**src/rtl/cic_dc_block_fifo.sv**
```systemverilog
// CIC output capture, leaky-integrator DC removal and show-ahead sample FIFO.
// Latency: d_clk rise sampled -> m_valid 2 clk edges; push is dropped (sticky overflow) only when full with no pop.
module cic_dc_block_fifo #(
  parameter int DW    = 8,
  parameter int K     = 6,
  parameter int DEPTH = 16,
  parameter int AW    = 4
) (
  input  logic                 clk,
  input  logic                 rst,
  input  logic signed [DW-1:0] d_in,
  input  logic                 d_clk,
  output logic signed [DW-1:0] m_data,
  output logic                 m_valid,
  input  logic                 m_ready,
  output logic [AW:0]          count,
  output logic                 overflow
);

  localparam int AccW = DW + K + 2;
  localparam int EW   = DW + 2;

  logic                   d_clk_q;
  logic                   stb;
  logic                   stb_q;
  logic signed [DW-1:0]   x_q;
  logic signed [AccW-1:0] acc_q, acc_d;
  logic signed [EW-1:0]   dc, e;
  logic signed [DW-1:0]   y;

  logic [DW-1:0]          mem_q [DEPTH];
  logic [AW-1:0]          wr_ptr_q, rd_ptr_q;
  logic [AW:0]            count_q, count_d;
  logic                   overflow_q;
  logic                   full, push, pop, drop;

  assign stb = d_clk & ~d_clk_q;

  // dc fits in EW bits because |acc| stays below 2^(DW+K+1) for legal inputs
  assign dc    = EW'(acc_q >>> K);
  assign e     = {{2{x_q[DW-1]}}, x_q} - dc;
  assign acc_d = acc_q + {{(AccW-EW){e[EW-1]}}, e};

  always_comb begin
    y = e[DW-1:0];
    if (e[EW-1:DW-1] != {3{e[EW-1]}}) begin
      y = e[EW-1] ? {1'b1, {(DW-1){1'b0}}} : {1'b0, {(DW-1){1'b1}}};
    end
  end

  assign full = (count_q == (AW+1)'(DEPTH));
  assign pop  = m_valid & m_ready;
  assign push = stb_q & (~full | pop);
  assign drop = stb_q & full & ~pop;

  always_comb begin
    count_d = count_q;
    if (push && !pop) begin
      count_d = count_q + 1'b1;
    end else if (pop && !push) begin
      count_d = count_q - 1'b1;
    end
  end

  always_ff @(posedge clk or negedge rst) begin
    if (!rst) begin
      d_clk_q    <= 1'b0;
      stb_q      <= 1'b0;
      x_q        <= '0;
      acc_q      <= '0;
      wr_ptr_q   <= '0;
      rd_ptr_q   <= '0;
      count_q    <= '0;
      overflow_q <= 1'b0;
    end else begin
      d_clk_q <= d_clk;
      stb_q   <= stb;
      if (stb) begin
        x_q <= d_in;
      end
      // the filter advances even when the sample is dropped
      if (stb_q) begin
        acc_q <= acc_d;
      end
      if (push) begin
        wr_ptr_q <= wr_ptr_q + 1'b1;
      end
      if (pop) begin
        rd_ptr_q <= rd_ptr_q + 1'b1;
      end
      count_q <= count_d;
      if (drop) begin
        overflow_q <= 1'b1;
      end
    end
  end

  always_ff @(posedge clk) begin
    if (push) begin
      mem_q[wr_ptr_q] <= y;
    end
  end

  assign m_valid  = (count_q != '0);
  assign m_data   = m_valid ? $signed(mem_q[rd_ptr_q]) : '0;
  assign count    = count_q;
  assign overflow = overflow_q;

endmodule

```
**config.mk**
```make
export PLATFORM = sky130hd
export DESIGN_NAME = cic_dc_block_fifo
export DESIGN_NICKNAME = d
export VERILOG_FILES = /design/src/rtl/cic_dc_block_fifo.sv
export SDC_FILE = /design/constraint.sdc
export NUM_CORES = 1
export LEC_CHECK = 0
export ABC_AREA = 1
export BUFFER_PORTS_ARGS = -buffer_cell sky130_fd_sc_hd__buf_4
export CORE_MARGIN = 3
export CORE_UTILIZATION = 48
export CTS_BUF_LIST = sky130_fd_sc_hd__clkbuf_2 sky130_fd_sc_hd__clkbuf_4 sky130_fd_sc_hd__clkbuf_8
export DETAILED_ROUTE_END_ITERATION = 8
export PLACE_DENSITY = 0.67
export SLEW_MARGIN = 20
export SYNTH_ARGS = -nofsm -noshare
export SYNTH_HDL_FRONTEND = slang
export SYNTH_SLANG_ARGS = --single-unit
```
**constraint.sdc**
```tcl
create_clock -name clk -period 2.69 [get_ports clk]
set_input_delay 0.4035 -clock clk [delete_from_list [all_inputs] [get_ports clk]]
set_output_delay 0.4035 -clock clk [all_outputs]
set_load 0.1 [all_outputs]
```
* After elaboration in Yosys (flattened, before gate mapping)
Memories as Yosys holds them, arrays and structs flattened.
Cells that the tools add are included.
** Word-level totals
- Flip-flop bits (word level) :: 40
- RAM bits :: 128
- Input bits :: 12
- Word-level logic and storage cells :: 39
- Memories :: 1
** Memories
- mem_q :: words 16, bits a word 8, read ports 1, clocked after memory_dff 0, write ports 1, line 31 : logic [DW-1:0] mem_q [DEPTH];
** Operators by class
- Add/sub/neg operators :: 6
- Eq/ne operators :: 2
- Multiplexer cells :: 7
- Bitwise gates (word level) :: 9
- Reductions and logical operators :: 6
** Operators with widths (count)
- $mux 8 :: 3
- $add 16x16->16 :: 1
- $mux 5 :: 2
- $sub 10x10->10 :: 1
- $add 4x1->4 const B :: 2
- $add 5x1->5 const B :: 1
- $and 1x1->1 :: 5
- $eq 5x5->1 const B :: 1
- $reduce_bool 5->1 :: 1
- $sub 5x1->5 const B :: 1
- $not 1->1 :: 3
- $logic_and 1x1->1 :: 2
- $logic_not 1->1 :: 2
- $mux 1 :: 2
- $ne 2x2->1 :: 1
- $reduce_bool 2->1 :: 1
- $or 1x1->1 :: 1

* Longest topological paths before layout
- Depth after elaboration :: 8
- Gate-level depth with buffers :: 23

* Worst setup path after synthesis
OpenSTA, ideal clock, no wires.
- Kind :: register -> register
- From :: reg count_q[0], in the netlist count[0]
- To :: reg count_q[4], in the netlist count[4]
- Arrival time :: 3371 ps
- Setup slack :: -846 ps
- Cell stages (with the launch flop) :: 15
- Buffers on the path :: 0
- Clock period less this slack :: 3536 ps
- Path through :: dfrtp_1 > nor2_1 > nand2_1 > nor2_4 > inv_1 > nand2_2 > ha_1 > inv_1 > ha_1 > a21o_1 > a21oi_1 > nand2_1 > nand2_1 > nor2_1 > xor2_1
** Between the ends
- Longest elaborated chain between the ends :: 7
** RTL lines
- from (decl) :: line 33 : logic [AW:0] count_q, count_d;
- from (signal assigned) :: line 91 : count_q <= count_d;
- $reduce_bool 5->1 (*) :: line 104 : assign m_valid = (count_q != '0);
- named net m_valid :: line 14 : output logic m_valid,
- $and 1x1->1 (*) :: line 52 : assign pop = m_valid & m_ready;
- $or 1x1->1 :: line 53 : assign push = stb_q & (~full | pop);
- $and 1x1->1 :: line 53
- $logic_not 1->1 :: line 60 : end else if (pop && !push) begin
- $logic_and 1x1->1 :: line 60
- $reduce_bool 2->1 (no line)
Mark *: on every way through the listed nets, which the timed path passes. The rest lies on a longest branch. The select of a mux whose other input is x is not followed.
A chain may end at the register's enable or synchronous reset.

* Worst setup path after layout
- From :: reg x_q[3]
- To :: reg acc_q[11]
** Between the ends
- Longest elaborated chain between the ends :: 2
** RTL lines
- from (decl) :: line 26 : logic signed [DW-1:0] x_q;
- from (signal assigned) :: line 79 : x_q <= d_in;
- $sub 10x10->10 :: line 41 : assign e = {{2{x_q[DW-1]}}, x_q} - dc;
- $add 16x16->16 :: line 42 : assign acc_d = acc_q + {{(AccW-EW){e[EW-1]}}, e};
- to (signal assigned) :: line 70 : acc_q <= '0;
- to (signal assigned) :: line 83 : acc_q <= acc_d;
- to (decl) :: line 27 : logic signed [AccW-1:0] acc_q, acc_d;
Every way passes these cells.

==> flow_results.org <==
** CTS
- The clock passes through at most 2 buffers.
- CTS placed an instance of clkbuf_8 at the clock tree root.
- CTS HTree Levels :: 4
- TritonCTS built the clock tree.
- In this run, CTS created clock tree buffers numbering 17.
- Total clock sinks :: 168
- Latest clock arrival within the worst-skew pair :: 0.46 ns
- Clock-pin slew was measured on the worst setup and hold paths at 0.10 ns.

** Global routing
- The number of antenna violations at the first check in global routing was 0.
- The via count of the first global-routing pass was 6161.
- Pin count of the biggest net entering global routing :: 42
- In the global route stage, overall resource usage came out at 0.227.
- Global-route wire length before repair :: 32000 um
- Global routing finished with a remaining overflow of 0.

** Critical path
- Nature of the critical path endpoint :: flop
- Number of buffer and inverter instances along the worst setup path :: 3
- On the critical path the largest part of the delay comes from compound AO/OA/AOI/OAI gates.
- Critical Path Slowest Stage Cell :: dfrtp_1
- Critical path peak fanout :: 4
- Element type at the critical path start :: flop
- CP Class :: flop to flop
- CP Data Required Time :: 3.05 ns
- Traced cell by cell, the critical path runs through ha_4 -> buf_4 -> a21oi_2 -> nand2_4 -> a21oi_4 -> xnor2_2 -> ha_4 -> nand2_1 -> inv_2 -> a21oi_4 -> buf_4 -> a21oi_1 -> nor3_1 -> nand3b_1 -> nand2_1.
- Worst stage delay on the critical path :: 0.43 ns
- CP arrival :: 3.08 ns

** Routing
- The first detailed-routing pass ran for 5 iterations.
- Dividing the detail-routed wire length by the instance count gives 18.8 um.
- Across all layers, the routed design uses 6389 vias.
- After detailed routing, the total wire length is 21600 um.
- Initial DRC count :: 415
- Detailed-route DRC error count :: 0
- Using the TritonRoute via totals, the vias-per-cell ratio works out to 5.54.
- The detail route stage leaves a number of antenna-violating nets equal to 0.

** STA
- Setup slack of the critical path after layout :: -0.0364 ns
- Setup violations remaining at the end of the flow were counted as 4.
- At the pin with the least slew margin, the transition time is 0.878 ns.
- In the finished design, the share of the clock period the worst path needs comes to 1.01.
- The final number of max-transition violations came to 0.
- Between clock sinks in the finished design, the worst skew comes to 0.0103 ns.
- The routed design could run at a clock period as short as 2.73 ns.
- The worst pin sits at a relative slew slack of 0.413.
- The number of hold violations in the final report is 0.
- RSZ-0062 raised after global routing :: true
- Static timing analysis puts the maximum clock frequency at 0.367 GHz.

** Run status
- Outcome :: complete, but fails checks
- Violated checks :: negative setup slack

** Synthesis
- Synthesis handed over a netlist of 804 instances.
- Fraction of the mapped netlist area in adder cells :: 0.0589
- The most used flip-flop cell after synthesis is edfxtp_1.
- In this run the cell area of the synthesized design comes to 8240 um2.
- Top cell type's share of synthesized area :: 0.467
- Average size of a mapped cell :: 10.2 um2
- Yosys printed 0 warnings.
- Part of the Yosys area used for sequential elements :: 0.588
- Synthesis produced a netlist with a net count of 853.
- By area, the combinational part of the netlist is dominated by simple AND/OR/NAND/NOR gates.
- The synthesized netlist contains 42 unique library cells.
- Counting flops with a built-in enable in the synthesized netlist gives 128.
- Compound-cell area share of the yosys netlist :: 0.114
- Post-synthesis register bit count :: 168
- Yosys top cell by area :: edfxtp_1
- For this run, asynchronously set or reset flops after synthesis account for 0.238.
- After synthesis, the share of cell area in mux cells is 0.
- Of the total synthesized cell area, the portion taken by AND, OR, NAND and NOR gates is 0.172.
- By area the synthesized netlist is led by edfxtp_1 47%, dfrtp_1 12%, nand2_1 6.4%, nor2_1 5.3%, ha_1 5.2%.
- Xor-xnor portion of the synthesized cell area :: 0.0191

** Flow run
- Across the run, the number of max-cap violations was 0.

** Floorplanning
- For this configuration, the core starts out at a cell density of 0.493.
- Measured along the y axis, the die boundary spans 137 um.
- Total I/O pin count :: 27
- Core area :: 16700 um2
- The floorplan step defined a die boundary enclosing 18800 um2.
- In this run the horizontal extent of the chip is 137 um.
- Row count :: 47

** Layout
- Of the cells placed in the final design, the portion with a size suffix greater than 1 is 0.335.
- Number of nets in the finished design :: 970
- 0 antenna diodes ended up in the layout.
- The library cell used most frequently in the layout, excluding fill and tap cells, is edfxtp_1.
- Highest-count cells in the layout ignoring fill and taps :: 128 x edfxtp_1, 120 x nand2_1, 111 x nor2_1
- Fillers :: 1269
- Growth of design area from synthesis to finish :: 29.6%
- Final core occ :: 0.639

** Worst hold path
- The worst hold path belongs to the class input port to flop.

** Place
- Half-perimeter wire length after placement :: 13700 um
- Prior to clock tree synthesis, the placed netlist has a worst setup slack of -0.254 ns.
- Port buffer count :: 26
- Final GP Congestion :: 0.911
worst register-to-register path, cell delays in order, from the launching register on:
cell and delay, ns:
dfrtp_1 0.43, ha_4 0.26, buf_4 0.17, a21oi_2 0.22, nand2_4 0.10, a21oi_4 0.17
xnor2_2 0.16, ha_4 0.25, nand2_1 0.12, inv_2 0.07, a21oi_4 0.15, buf_4 0.12
a21oi_1 0.08, nor3_1 0.13, nand3b_1 0.13, nand2_1 0.05
through the flow:
step                area, um2  hold slack (ns)  cells  setup TNS (ns)
finish                  10700           0.0501   1154          -0.122
global route            10700           0.0237   1154           -1.31
CTS                      9970           0.0245   1136       -0.000596
detailed placement       9170            0.433   1096           -1.53
global placement         9170            0.429   1096          -0.744
floorplan                8280            0.108    804           -3.55
layer usage:
layer | GRT usage | vias up | wire length (um)
li1 | - | 3026 | -
met1 | 0.270 | 3130 | 8610
met2 | 0.410 | 194 | 11500
met3 | 0.0419 | 39 | 1000
met4 | 0.0804 | 0 | 559
met5 | 0 | - | 0
final cells by class:
class / count / area (um2) / area share
timing repair buffer: 126 / 1150 / 0.108
sequential: 168 / 4860 / 0.456
tap: 220 / 275 / 0.0258
multi-input combinational: 547 / 3720 / 0.349
clock buffer: 17 / 234 / 0.0219
inverter: 61 / 256 / 0.0240
clock inverter: 15 / 171 / 0.0161
final timing paths:
check                             to  slack (ns)      from  cells past startpoint
min in group asynchronous     x_q[5]        0.47       rst                      2
setup reg to reg           acc_q[11]       -0.04    x_q[3]                     15
hold / removal               d_clk_q        0.05     d_clk                      1
max in group asynchronous   count[0]        1.78       rst                      2
setup / recovery           acc_q[11]       -0.04    x_q[3]                     15
hold reg to reg             overflow        0.47  overflow                      1
what timing repair did:
action	4_1_cts	5_1_grt
pin swaps	20	52
endpoints found under the setup margin	19	20
gates resized for setup	67	117
gates cloned	0	2
hold endpoints to repair	40	0
hold buffers	1	0
setup buffers	7	16
state kept, by name, summed over array words and instances, names as in the netlist:
signal,flops
mem_q,128
count,5
rd_ptr_q,4
wr_ptr_q,4
d_clk_q,1
overflow,1
stb_q,1
x_q,8
acc_q,16
cell families (layout without fill, tap and decap cells):
kind of cell | after synthesis | after routing
adder cells (fa/ha/maj) | 37 | 37
XOR/XNOR | 18 | 18
AND/OR/NAND/NOR | 330 | 330
AO/OA/AOI/OAI | 162 | 162
buffers and inverters | 89 | 219
flip-flops | 168 | 168
cell usage after synthesis, types with 4 or more instances:
| library cell | instances |
|---|---|
| xor2_1 | 12 |
| a21o_1 | 4 |
| o22ai_1 | 13 |
| o21ai_0 | 81 |
| nor3_1 | 4 |
| nand3_1 | 38 |
| edfxtp_1 | 128 |
| buf_2 | 9 |
| o221ai_1 | 20 |
| inv_1 | 55 |
| nand2_2 | 11 |
| a21oi_1 | 30 |
| nand2_1 | 140 |
| ha_1 | 34 |
| clkbuf_1 | 11 |
| inv_2 | 5 |
| xnor2_1 | 6 |
| nor2_1 | 117 |
| dfrtp_1 | 40 |
| o21ai_1 | 7 |
Power is left out: the tool's default activity adds up to more than one toggle a clock period on the data nets, which glitch-free logic cannot reach.
